`config.mk`:
```
export PLATFORM = sky130hd
export DESIGN_NAME = mult_seq_flat
export DESIGN_NICKNAME = d
export VERILOG_FILES = /design/src/rtl/mult_seq_pkg.sv /design/src/rtl/mult_seq_if.sv /design/src/rtl/mult_seq_twos_negate.sv /design/src/rtl/mult_seq.sv /design/src/flat_wrapper.sv
export SDC_FILE = /design/constraint.sdc
export NUM_CORES = 1
export LEC_CHECK = 0
export BUFFER_PORTS_ARGS = -buffer_cell sky130_fd_sc_hd__buf_2
export CORE_UTILIZATION = 64
export CTS_CLUSTER_DIAMETER = 40
export DETAILED_ROUTE_END_ITERATION = 16
export PLACE_DENSITY = 0.87
export SLEW_MARGIN = 25
export SYNTH_ARGS = -nofsm -noshare
export SYNTH_HDL_FRONTEND = slang
export SYNTH_SLANG_ARGS = --single-unit
```
`constraint.sdc`:
```
create_clock -name clk_i -period 14.93 [get_ports clk_i]
set_input_delay 1.493 -clock clk_i [delete_from_list [all_inputs] [get_ports clk_i]]
set_output_delay 1.493 -clock clk_i [all_outputs]
set_load 0.02 [all_outputs]
```
`src/rtl/mult_seq_pkg.sv`:
```
// rtl/mult_seq_pkg.sv - shared state encoding and sizing for the sequential multiply/divide units
package mult_seq_pkg;

    localparam int DEFAULT_WIDTH = 32;
    localparam int DEFAULT_CNT_W = $clog2(DEFAULT_WIDTH + 1);

    typedef enum logic [1:0] {
        ST_IDLE = 2'd0,
        ST_CALC = 2'd1,
        ST_FIX  = 2'd2,
        ST_DONE = 2'd3
    } seq_state_t;

endpackage

```
`src/rtl/mult_seq_if.sv`:
```
// rtl/mult_seq_if.sv - start/busy/done handshake and HI/LO result bundle
interface mult_seq_if #(
    parameter int WIDTH = mult_seq_pkg::DEFAULT_WIDTH
);
    logic             Start;
    logic             Signed;
    logic [WIDTH-1:0] A;
    logic [WIDTH-1:0] B;
    logic             Busy;
    logic             Done;
    logic [WIDTH-1:0] HI;
    logic [WIDTH-1:0] LO;

    modport master (
        output Start, Signed, A, B,
        input  Busy, Done, HI, LO
    );

    modport slave (
        input  Start, Signed, A, B,
        output Busy, Done, HI, LO
    );
endinterface

```
`src/rtl/mult_seq_twos_negate.sv`:
```
// rtl/mult_seq_twos_negate.sv - conditional two's-complement negation
module twos_negate #(
    parameter int W = 32
) (
    input  logic [W-1:0] data_i,
    input  logic         en_i,
    output logic [W-1:0] data_o
);

    // The most negative value negates to itself, which read as unsigned is its magnitude.
    assign data_o = en_i ? (~data_i + W'(1)) : data_i;

endmodule

```
`src/rtl/mult_seq.sv`:
```
// rtl/mult_seq.sv - radix-2 shift-add multiplier for MULT/MULTU into HI/LO
module mult_seq
    import mult_seq_pkg::*;
#(
    parameter int WIDTH = DEFAULT_WIDTH
) (
    input  logic         clk_i,
    input  logic         rst_i,
    mult_seq_if.slave    bus
);

    localparam int CNT_W = $clog2(WIDTH + 1);

    seq_state_t         state_q, state_d;
    logic [CNT_W-1:0]   cnt_q, cnt_d;
    logic [WIDTH-1:0]   mcand_q, mcand_d;
    logic [WIDTH-1:0]   acc_q, acc_d;
    logic [WIDTH-1:0]   mplier_q, mplier_d;
    logic               neg_q, neg_d;
    logic [WIDTH-1:0]   hi_q, hi_d;
    logic [WIDTH-1:0]   lo_q, lo_d;
    logic               busy_q, busy_d;
    logic               done_q, done_d;

    logic [WIDTH-1:0]   a_mag, b_mag;
    logic [WIDTH:0]     sum;
    logic [2*WIDTH-1:0] prod_fixed;

    twos_negate #(.W(WIDTH)) u_neg_a (
        .data_i (bus.A),
        .en_i   (bus.Signed & bus.A[WIDTH-1]),
        .data_o (a_mag)
    );

    twos_negate #(.W(WIDTH)) u_neg_b (
        .data_i (bus.B),
        .en_i   (bus.Signed & bus.B[WIDTH-1]),
        .data_o (b_mag)
    );

    twos_negate #(.W(2*WIDTH)) u_neg_prod (
        .data_i ({acc_q, mplier_q}),
        .en_i   (neg_q),
        .data_o (prod_fixed)
    );

    // Carry out of the partial-product add is kept and shifted into the accumulator MSB.
    assign sum = {1'b0, acc_q} + (mplier_q[0] ? {1'b0, mcand_q} : {(WIDTH+1){1'b0}});

    // State register and datapath flops, cleared asynchronously so a reset discards any job.
    always_ff @(posedge clk_i or posedge rst_i) begin
        if (rst_i) begin
            state_q  <= ST_IDLE;
            cnt_q    <= '0;
            mcand_q  <= '0;
            acc_q    <= '0;
            mplier_q <= '0;
            neg_q    <= 1'b0;
            hi_q     <= '0;
            lo_q     <= '0;
            busy_q   <= 1'b0;
            done_q   <= 1'b0;
        end else begin
            state_q  <= state_d;
            cnt_q    <= cnt_d;
            mcand_q  <= mcand_d;
            acc_q    <= acc_d;
            mplier_q <= mplier_d;
            neg_q    <= neg_d;
            hi_q     <= hi_d;
            lo_q     <= lo_d;
            busy_q   <= busy_d;
            done_q   <= done_d;
        end
    end

    // Next-state, shift-add iteration and registered Busy/Done derived from the next state.
    always_comb begin
        state_d  = state_q;
        cnt_d    = cnt_q;
        mcand_d  = mcand_q;
        acc_d    = acc_q;
        mplier_d = mplier_q;
        neg_d    = neg_q;
        hi_d     = hi_q;
        lo_d     = lo_q;

        unique case (state_q)
            ST_IDLE: begin
                if (bus.Start) begin
                    mcand_d  = a_mag;
                    mplier_d = b_mag;
                    neg_d    = bus.Signed & (bus.A[WIDTH-1] ^ bus.B[WIDTH-1]);
                    acc_d    = '0;
                    cnt_d    = '0;
                    state_d  = ST_CALC;
                end
            end
            ST_CALC: begin
                acc_d    = sum[WIDTH:1];
                mplier_d = {sum[0], mplier_q[WIDTH-1:1]};
                cnt_d    = cnt_q + CNT_W'(1);
                if (cnt_q == CNT_W'(WIDTH - 1)) begin
                    state_d = ST_FIX;
                end
            end
            ST_FIX: begin
                hi_d    = prod_fixed[2*WIDTH-1:WIDTH];
                lo_d    = prod_fixed[WIDTH-1:0];
                state_d = ST_DONE;
            end
            ST_DONE: begin
                state_d = ST_IDLE;
            end
            default: begin
                state_d = ST_IDLE;
            end
        endcase

        busy_d = (state_d == ST_CALC) || (state_d == ST_FIX);
        done_d = (state_d == ST_DONE);
    end

    assign bus.Busy = busy_q;
    assign bus.Done = done_q;
    assign bus.HI   = hi_q;
    assign bus.LO   = lo_q;

endmodule

```
`src/flat_wrapper.sv`:
```
// flat-port wrapper written by rule: the top's interface ports become plain ports
module mult_seq_flat import mult_seq_pkg::*;
#(
    parameter int WIDTH = DEFAULT_WIDTH
)
  (clk_i, rst_i, bus_Start, bus_Signed, bus_A, bus_B, bus_Busy, bus_Done, bus_HI, bus_LO);
  mult_seq_if #(.WIDTH(WIDTH)) bus_i ();
  input  logic clk_i;
  input  logic rst_i;
  input wire logic [$bits(bus_i.Start)-1:0] bus_Start;
  input wire logic [$bits(bus_i.Signed)-1:0] bus_Signed;
  input wire logic [$bits(bus_i.A)-1:0] bus_A;
  input wire logic [$bits(bus_i.B)-1:0] bus_B;
  output wire logic [$bits(bus_i.Busy)-1:0] bus_Busy;
  output wire logic [$bits(bus_i.Done)-1:0] bus_Done;
  output wire logic [$bits(bus_i.HI)-1:0] bus_HI;
  output wire logic [$bits(bus_i.LO)-1:0] bus_LO;
  assign bus_i.Start = bus_Start;
  assign bus_i.Signed = bus_Signed;
  assign bus_i.A = bus_A;
  assign bus_i.B = bus_B;
  assign bus_Busy = bus_i.Busy;
  assign bus_Done = bus_i.Done;
  assign bus_HI = bus_i.HI;
  assign bus_LO = bus_i.LO;
  mult_seq #(.WIDTH(WIDTH)) u_core (.clk_i(clk_i), .rst_i(rst_i), .bus(bus_i));
endmodule
```
# Yosys cells after proc, flatten, opt, wreduce, memory -nomap -nowiden
# Index checks and enable logic that the tools add are counted.
totals:
  register_bits: 171
  latch_bits: 0
  ramBits: 0
  mem_bits_ro: 0
  in_bits: 68
  wordCells: 48
  mem_count: 0
classes:
  n_addsub: 5
  mul: 0
  div: 0
  n_lt_le_gt_ge: 0
  n_eq_ne: 8
  n_shift: 0
  muxes: 13
  bitwise: 7
  reduce_logical: 5
ops:
  columns: ["operator", "n"]
  rows:
  - ["32-bit two-way mux", 5]
  - ["32-bit case mux with 2 select lines", 2]
  - ["32-bit by 1-bit adder with 32-bit output (second input constant)", 2]
  - ["64-bit by 1-bit adder with 64-bit output (second input constant)", 1]
  - ["64-bit two-way mux", 1]
  - ["32-bit inverter", 2]
  - ["64-bit inverter", 1]
  - ["32-bit by 33-bit adder with 33-bit output", 1]
  - ["6-bit case mux with 2 select lines", 1]
  - ["2-bit == test (second input constant)", 4]
  - ["2-bit case mux with 4 select lines", 1]
  - ["6-bit by 1-bit adder with 6-bit output (second input constant)", 1]
  - ["6-bit by 5-bit == test with 1-bit output (second input constant)", 1]
  - ["6-bit two-way mux", 1]
  - ["2-bit by 1-bit == test with 1-bit output (second input constant)", 2]
  - ["2-bit two-way mux", 2]
  - ["2-bit AND reduction", 2]
  - ["1-bit bitwise AND", 3]
  - ["2-bit logical NOT", 1]
  - ["2-bit != test (second input constant)", 1]
  - ["2-bit nonzero test", 1]
  - ["1-bit logical OR", 1]
  - ["1-bit bitwise XOR", 1]

# Logic depth before layout (Yosys ltp)
# Gate-level depths: netlist of run 1.
logic_depth:
  depth_word: 5
  depth_mapped: 13
  ltp_nobuf: 12

# By module
# From an unflattened synthesis of run 1, not the netlist that was laid out.
unflattened:
  hier_cells: 1289
  area_unflattened_um2: 11870.1
by_module_without_submodules:
  columns: ["module", "n_inst", "cells_each", "area_each_um2", "seq_area_each_um2"]
  rows:
  - ["mult_seq", 1, 885, 8667.1, 4279.1]
  - ["twos_negate (u_core.u_neg_prod)", 1, 206, 1649.1, 0.0]
  - ["twos_negate (u_core.u_neg_a ...)", 2, 99, 777.0, 0.0]

# Worst setup path before layout of run 1
# OpenSTA, ideal clock, no wires.
synth_timing:
  path_type: "input to register"
  start: "in bus_A[6]"
  end: "reg u_core.mcand_q[29]"
  setup_ns: 0.133
  arrival_time_ns: 3.579
  path_slack_ns: 11.218
  cell_stages: 8
  path_buffers: 0
  cell_sequence: "or4_1 > or3_1 > nor3_1 > and2_1 > nand2_1 > o41ai_1 > xor2_1 > o21ai_0"
synth_between:
  elab_chain_cells: 3
synth_lines:
  columns: ["element", "line", "rtl"]
  rows:
  - ["start, declared", "flat_wrapper.sv:12", "input wire logic [$bits(bus_i.A)-1:0] bus_A;"]
  - ["32-bit inverter", "mult_seq_twos_negate.sv:11", "assign data_o = en_i ? (~data_i + W'(1)) : data_i;"]
  - ["32-bit by 1-bit adder with 32-bit output", "mult_seq_twos_negate.sv:11", null]
  - ["32-bit two-way mux", "mult_seq_twos_negate.sv:11", null]
  - ["end signal, assigned", "mult_seq.sv:66", "mcand_q <= mcand_d;"]
  - ["end, declared", "mult_seq.sv:16", "logic [WIDTH-1:0] mcand_q, mcand_d;"]
# Every way passes these cells.
# A chain may end at the register's enable or synchronous reset.

# Worst setup path in the final report of run 1
layout_timing:
  start: "reg u_core.mplier_q[0]"
  end: "reg u_core.acc_q[23]"
layout_between:
  elab_chain_cells: 3
layout_lines:
  columns: ["element", "line", "rtl"]
  rows:
  - ["start, declared", "mult_seq.sv:18", "logic [WIDTH-1:0] mplier_q, mplier_d;"]
  - ["start signal, assigned", "mult_seq.sv:68", "mplier_q <= mplier_d;"]
  - ["32-bit two-way mux", "mult_seq.sv:48", "assign sum = {1'b0, acc_q} + (mplier_q[0] ? {1'b0, mcand_q} : {(WIDTH+1){1'b0}});"]
  - ["32-bit by 33-bit adder with 33-bit output", "mult_seq.sv:48", null]
  - ["32-bit case mux with 2 select lines", "mult_seq.sv:88", "unique case (state_q)"]
  - ["end signal, assigned", "mult_seq.sv:56", "acc_q <= '0;"]
  - ["end signal, assigned", "mult_seq.sv:67", "acc_q <= acc_d;"]
  - ["end, declared", "mult_seq.sv:17", "logic [WIDTH-1:0] acc_q, acc_d;"]
# Every way passes these cells.

==> results.cfg, run 1 <==
[synth]
syn_inst = 1255
yosysSeqAreaShare_pct = 39.6
synth.distinct_cells = 63
syn_area_um2 = 10800
avgSynthCellArea_um2 = 8.60
async_reset_ff_share_pct = 100
synthTopCellsByCount = o21ai_0, nand2_1, dfrtp_1, xor2_1, a21oi_1
synth_seq_cells = 171
synth_top_area_share_pct = 39.6
yosysWarningCount = 0
synth_edf_count = 0
syn_nets = 1360
synthTopCellsByArea = dfrtp_1, o21ai_0, xor2_1
synth_flop_cell = dfrtp_1
yosysTopAreaCell = dfrtp_1
yosysMostFrequentCell = o21ai_0

[route]
vias = 9782
final_antenna_net_count = 0
drt-pass1-iter-count = 12
drt-total-wl_mm = 27.0
drtIter0Drc = 1074
via_per_inst = 6.22
wl_per_cell_um = 17.2
drc = 2

[finish]
antenna_cells = 0
layout.nets = 1444
drive_above_1_share_pct = 14.6
fin_cells = 1572
syn_to_final_growth_pct = 12.2
fillers = 1256

[global_routing]
antenna_found_initial = 1
grt_pass1_wl_mm = 45.1
grt_pass1_vias = 8878
grt_use_total_pct = 32.3
grt-ovfl-total = 0
grt_max_degree = 130

[clock_tree]
htreeDepth = 4
clock_latency_ns = 0.44
cts_setup_buffers = 0
cts-root-buf = clkbuf_16
cts_tree = yes
clockBufferDepth = 2
ctsResizeCount = 0
clock-sinks = 171
cts_hold_buf = 0
clk_pin_slew_ns = 0.07
cts_buffers = 17

[floorplan]
die-area_um2 = 17400
io_pins = 134
initial_utilization_pct = 65.3
core_area_um2 = 16500
fp-row-count = 47
die_h_um = 132
die_w_um = 132

[power]
ir_drop_v = 0.000116
total_power_mw = 2.30
p_leak_nw = 5.29
powerDensity_nw_per_um2 = 190

[sta]
slew_headroom_pct = 40.1
clock.fmax_mhz = 253
worst_pin_slew_ns = 0.899
period_minus_slack_ns = 3.96
fin_crit_sh_pct = 26.5
hold_viol_final = 0
skew_ns = 0.00910
slew_violations = 0
grt_setup_unrepaired = no
setup_viol_count_final = 0
fin_setup_tns_ns = 0

[placement]
place_inst = 1539
hpwl_mm = 19.5
routabilityCongestion = 0.949
portBuffers = 133

[worst_setup_path]
worstSetupPathType = flop to flop
cp_max_fo = 35
cp.arrival_ns = 4.24
critPathLaunchType = flop
cp-end-kind = flop
critical_path_required_ns = 15.21

[min_path]
hold_path.class = flop to flop

[run]
maxCapViolCount = 0

[run_status]
failed_checks = design-rule violations
status = complete, but fails checks
cells in the final DEF, fill, tap and decap left out, types with 18 or more instances in the layout:
| cell type | instances |
|---|---|
| nand2_1 | 184 |
| and2_1 | 36 |
| nor2_1 | 45 |
| xnor2_1 | 55 |
| inv_1 | 25 |
| o31ai_1 | 29 |
| a22oi_1 | 19 |
| xor2_1 | 91 |
| nor3_1 | 18 |
| buf_2 | 133 |
| a21oi_1 | 71 |
| dfrtp_1 | 171 |
| ha_1 | 36 |
| o21ai_0 | 186 |
through the flow:
step           worst slack (ns)  instance area, µm²  hold WS (ns)  util (%)
2_1_floorplan              8.81               10800         0.438         -
3_3_place_gp              10.94               11500         0.449      69.6
3_5_place_dp              10.88               11500         0.458      69.6
4_1_cts                   11.09               12100         0.474      73.1
5_1_grt                   10.74               12100         0.496      73.3
6_report                  10.97               12100         0.470      73.3
routing by layer:
metal | track usage (%) | part of all wire, %
met3 | 6.65 | 9.4
met4 | 10.5 | 2.0
met5 | 0 | 0
met2 | 47.2 | 43
met1 | 48.2 | 45
final timing paths:
kind,cells past startpoint,slack (ns),start,to
worst min-delay path,2,0.47,u_core.bus.LO[12],u_core.bus.LO[12]
worst max register to register,12,10.97,u_core.mplier_q[0],u_core.acc_q[23]
worst min register to register,2,0.47,u_core.bus.LO[12],u_core.bus.LO[12]
worst max-delay path,12,10.97,u_core.mplier_q[0],u_core.acc_q[23]
max in group asynchronous,3,12.51,rst_i,u_core.mcand_q[18]
min in group asynchronous,2,1.19,rst_i,u_core.bus.LO[8]
sequential cells by signal, summed over array words and instances (netlist names):
register and flops:
u_core.cnt_q 6, u_core.neg_q 1, u_core.bus.HI 32, u_core.mplier_q 32, u_core.bus.Busy 1, u_core.mcand_q 32
u_core.bus.LO 32, u_core.bus.Done 1, u_core.state_q 2, u_core.acc_q 32
area by class of cell:
class / count / area [µm²] / area share [%]
multi-input combinational: 984 / 6140 / 50.7
sequential: 171 / 4280 / 35.3
timing repair buffer: 139 / 727 / 6.00
clock buffer: 18 / 439 / 3.63
tap: 220 / 275 / 2.27
clock inverter: 14 / 148 / 1.22
inverter: 26 / 103 / 0.847
cells by family after synthesis:
logic type,share of synthesized area [%]
simple gates,17.7
flops,39.6
xor+xnor,11.8
compound gates,22.6
mux,0.0927
buf+inv,3.70
fa+ha+maj,4.36
power by group:
part | internal (mW) | switching [mW] | leakage (nW)
sequential | 0.656 | 0.222 | 2.05
clock | 0.241 | 0.201 | 0.281
combinational | 0.394 | 0.589 | 2.95
total | 1.29 | 1.01 | 5.29
critical path: stages (launching register included):
cell	delay, ns
dfrtp_1	0.91
and2_1	0.24
ha_1	0.23
inv_1	0.07
fa_1	0.41
nand2b_1	0.18
a21oi_1	0.30
o2111ai_1	0.19
a21oi_1	0.38
a21oi_1	0.20
a21oi_1	0.39
xnor2_1	0.18
o21ai_0	0.09
Note: power is estimated with default switching activity, not from simulation.
==> run 2: changes to the inputs <==
- ABC_AREA: unset -> 1
- CORE_UTILIZATION: 64 -> 55
- PLACE_DENSITY: 0.87 -> 0.78
- clock period: 14.93 -> 3.6 ns (I/O delays scaled with it)
==> results.cfg, run 2 <==
[run_status]
status = finished clean

[route]
drtIter0Drc = 1357
wl_per_cell_um = 15.6
drt-total-wl_mm = 39.3
final_antenna_net_count = 0
vias = 13600
via_per_inst = 5.40
drt-pass1-iter-count = 6
drc = 0

[global_routing]
antenna_found_initial = 1
grt_use_total_pct = 33.2
grt-ovfl-total = 0
grt_pass1_vias = 12200
grt_pass1_wl_mm = 62.9
grt_max_degree = 65

[finish]
fin_area_um2 = 14500
antenna_cells = 0
fin_util_pct = 63.4
fin_cells = 2523
syn_to_final_growth_pct = 11.5
mostFrequentLayoutCells = nand2_1, inv_1, nor2_1
final_common_cell = nand2_1
multiInputGateArea_um2 = 7420
fillers = 2234
regArea_um2 = 4280
layout.nets = 2302
drive_above_1_share_pct = 11.0

[power]
total_power_mw = 12.1
powerDensity_nw_per_um2 = 835
p_leak_nw = 7.98
ir_drop_v = 0.000424

[clock_tree]
clock-sinks = 171
clk_pin_slew_ns = 0.07
cts-root-buf = clkbuf_16
htreeDepth = 4
cts_buffers = 17
cts_tree = yes
cts_setup_buffers = 0
ctsResizeCount = 0
clock_latency_ns = 0.45
clockBufferDepth = 2
cts_hold_buf = 0

[synth]
synth_flop_cell = dfrtp_1
synth.distinct_cells = 44
synth_edf_count = 0
yosysSeqAreaShare_pct = 32.8
synthTopCellsByArea = dfrtp_1, nand2_1, inv_1
yosysMostFrequentCell = nand2_1
synthTopCellsByCount = nand2_1, inv_1, nor2_1, nand3_1, dfrtp_1
syn_inst = 2090
yosysWarningCount = 0
async_reset_ff_share_pct = 100
yosysTopAreaCell = dfrtp_1
syn_area_um2 = 13000
avgSynthCellArea_um2 = 6.24
synth_top_area_share_pct = 32.8
syn_nets = 2195
synth_seq_cells = 171

[floorplan]
die_h_um = 156
die-area_um2 = 24300
fp-row-count = 55
core_area_um2 = 22900
io_pins = 134
initial_utilization_pct = 56.9
die_w_um = 156

[sta]
fin_setup_tns_ns = 0
setup_slack_ns = 1.03
whs_ns = 0.0717
hold_viol_final = 0
clock.fmax_mhz = 389
slew_headroom_pct = 43.6
skew_ns = 0.0136
setup_viol_count_final = 0
worst_pin_slew_ns = 0.845
period_minus_slack_ns = 2.57
grt_setup_unrepaired = no
slew_violations = 0
fin_crit_sh_pct = 71.4

[placement]
place_inst = 2491
hpwl_mm = 30.6
portBuffers = 133
preCtsSetupSlack_ns = 1.11
routabilityCongestion = 0.972
dpl-instance-area_um2 = 14000

[worst_setup_path]
cp_max_fo = 30
worstSetupPathType = flop to flop
rr_endpoint = u_core.acc_q[12]
crit_end = u_core.acc_q[12]
critical_path_required_ns = 3.89
cp.arrival_ns = 2.86
cp-end-kind = flop
reg2reg_from = u_core.mplier_q[0]
r2r_cells = 12
r2r_slack_ns = 1.03
critPathLaunch = u_core.mplier_q[0]
critPathLaunchType = flop

[min_path]
hold_path.class = input port to async pin

[run]
maxCapViolCount = 0
==> run 2: cell count changes after synthesis, moves of 28 or more <==
| cell | delta |
|---|---|
| nor2_1 | +177 |
| and2_1 | -35 |
| o21ai_0 | -56 |
| xnor2_1 | -48 |
| xor2_1 | -50 |
| clkbuf_1 | -28 |
| inv_1 | +250 |
| nand3_1 | +178 |
| nand2_1 | +552 |
==> run 2: where the power goes <==
group	leakage [nW]	switching (mW)	total, mW	internal (mW)
Clock	0.275	0.901	1.82	0.922
Combinational	5.52	4.34	6.52	2.18
Sequential	2.19	1.08	3.80	2.72
==> run 2: how the worst min path moves through the flow <==
stage | from | endpoint | slack, ns | depth (start not counted)
final | rst_i | u_core.bus.HI[14] | 0.07 | 2
after global routing | rst_i | u_core.bus.HI[16] | 0.15 | 2
after CTS | rst_i | u_core.bus.HI[14] | 0.09 | 2
after detailed placement | u_core.bus.HI[28] | u_core.bus.HI[28] | 0.46 | 2
after global placement | u_core.bus.HI[22] | u_core.bus.HI[22] | 0.46 | 2
after floorplan | u_core.mcand_q[18] | u_core.mcand_q[18] | 0.45 | 2
==> run 2: worst max-delay path: stages, from the launching register on <==
cell and delay (ns):
dfrtp_1 0.45, buf_4 0.34, nand2_1 0.11, inv_1 0.08
ha_1 0.30, nand2_1 0.13, nand3_1 0.18, nand2_1 0.11
nand2_1 0.11, nand2_1 0.08, nand2_1 0.13, o21ai_0 0.27
o21ai_0 0.13
==> run 2: final cells by class <==
cell class / count / area share, %
flip-flops and latches: 171 / 29.4
well taps: 313 / 2.69
clock buffers: 17 / 2.93
inverters: 288 / 7.50
multi-input cells: 1572 / 51.0
repair buffers: 147 / 5.39
clock inverters: 15 / 1.04
==> run 2: cell families after synthesis <==
family / share of synthesized area [%]
xor gates and xnor gates: 3.22
adders and majority gates: 3.61
DFF: 32.8
and+or+nand+nor: 39.7
buffers and inverters: 10.4
AOI/OAI and AO/OA: 10.3
==> run 2: routing by layer <==
metal / wire length, µm / up-vias / GRT usage, %
met1: 18500 / 6137 / 49.3
met2: 16100 / 602 / 49.3
li1: - / 6825 / -
met3: 3940 / 56 / 5.50
met5: 0 / - / 0
met4: 775 / 0 / 9.90
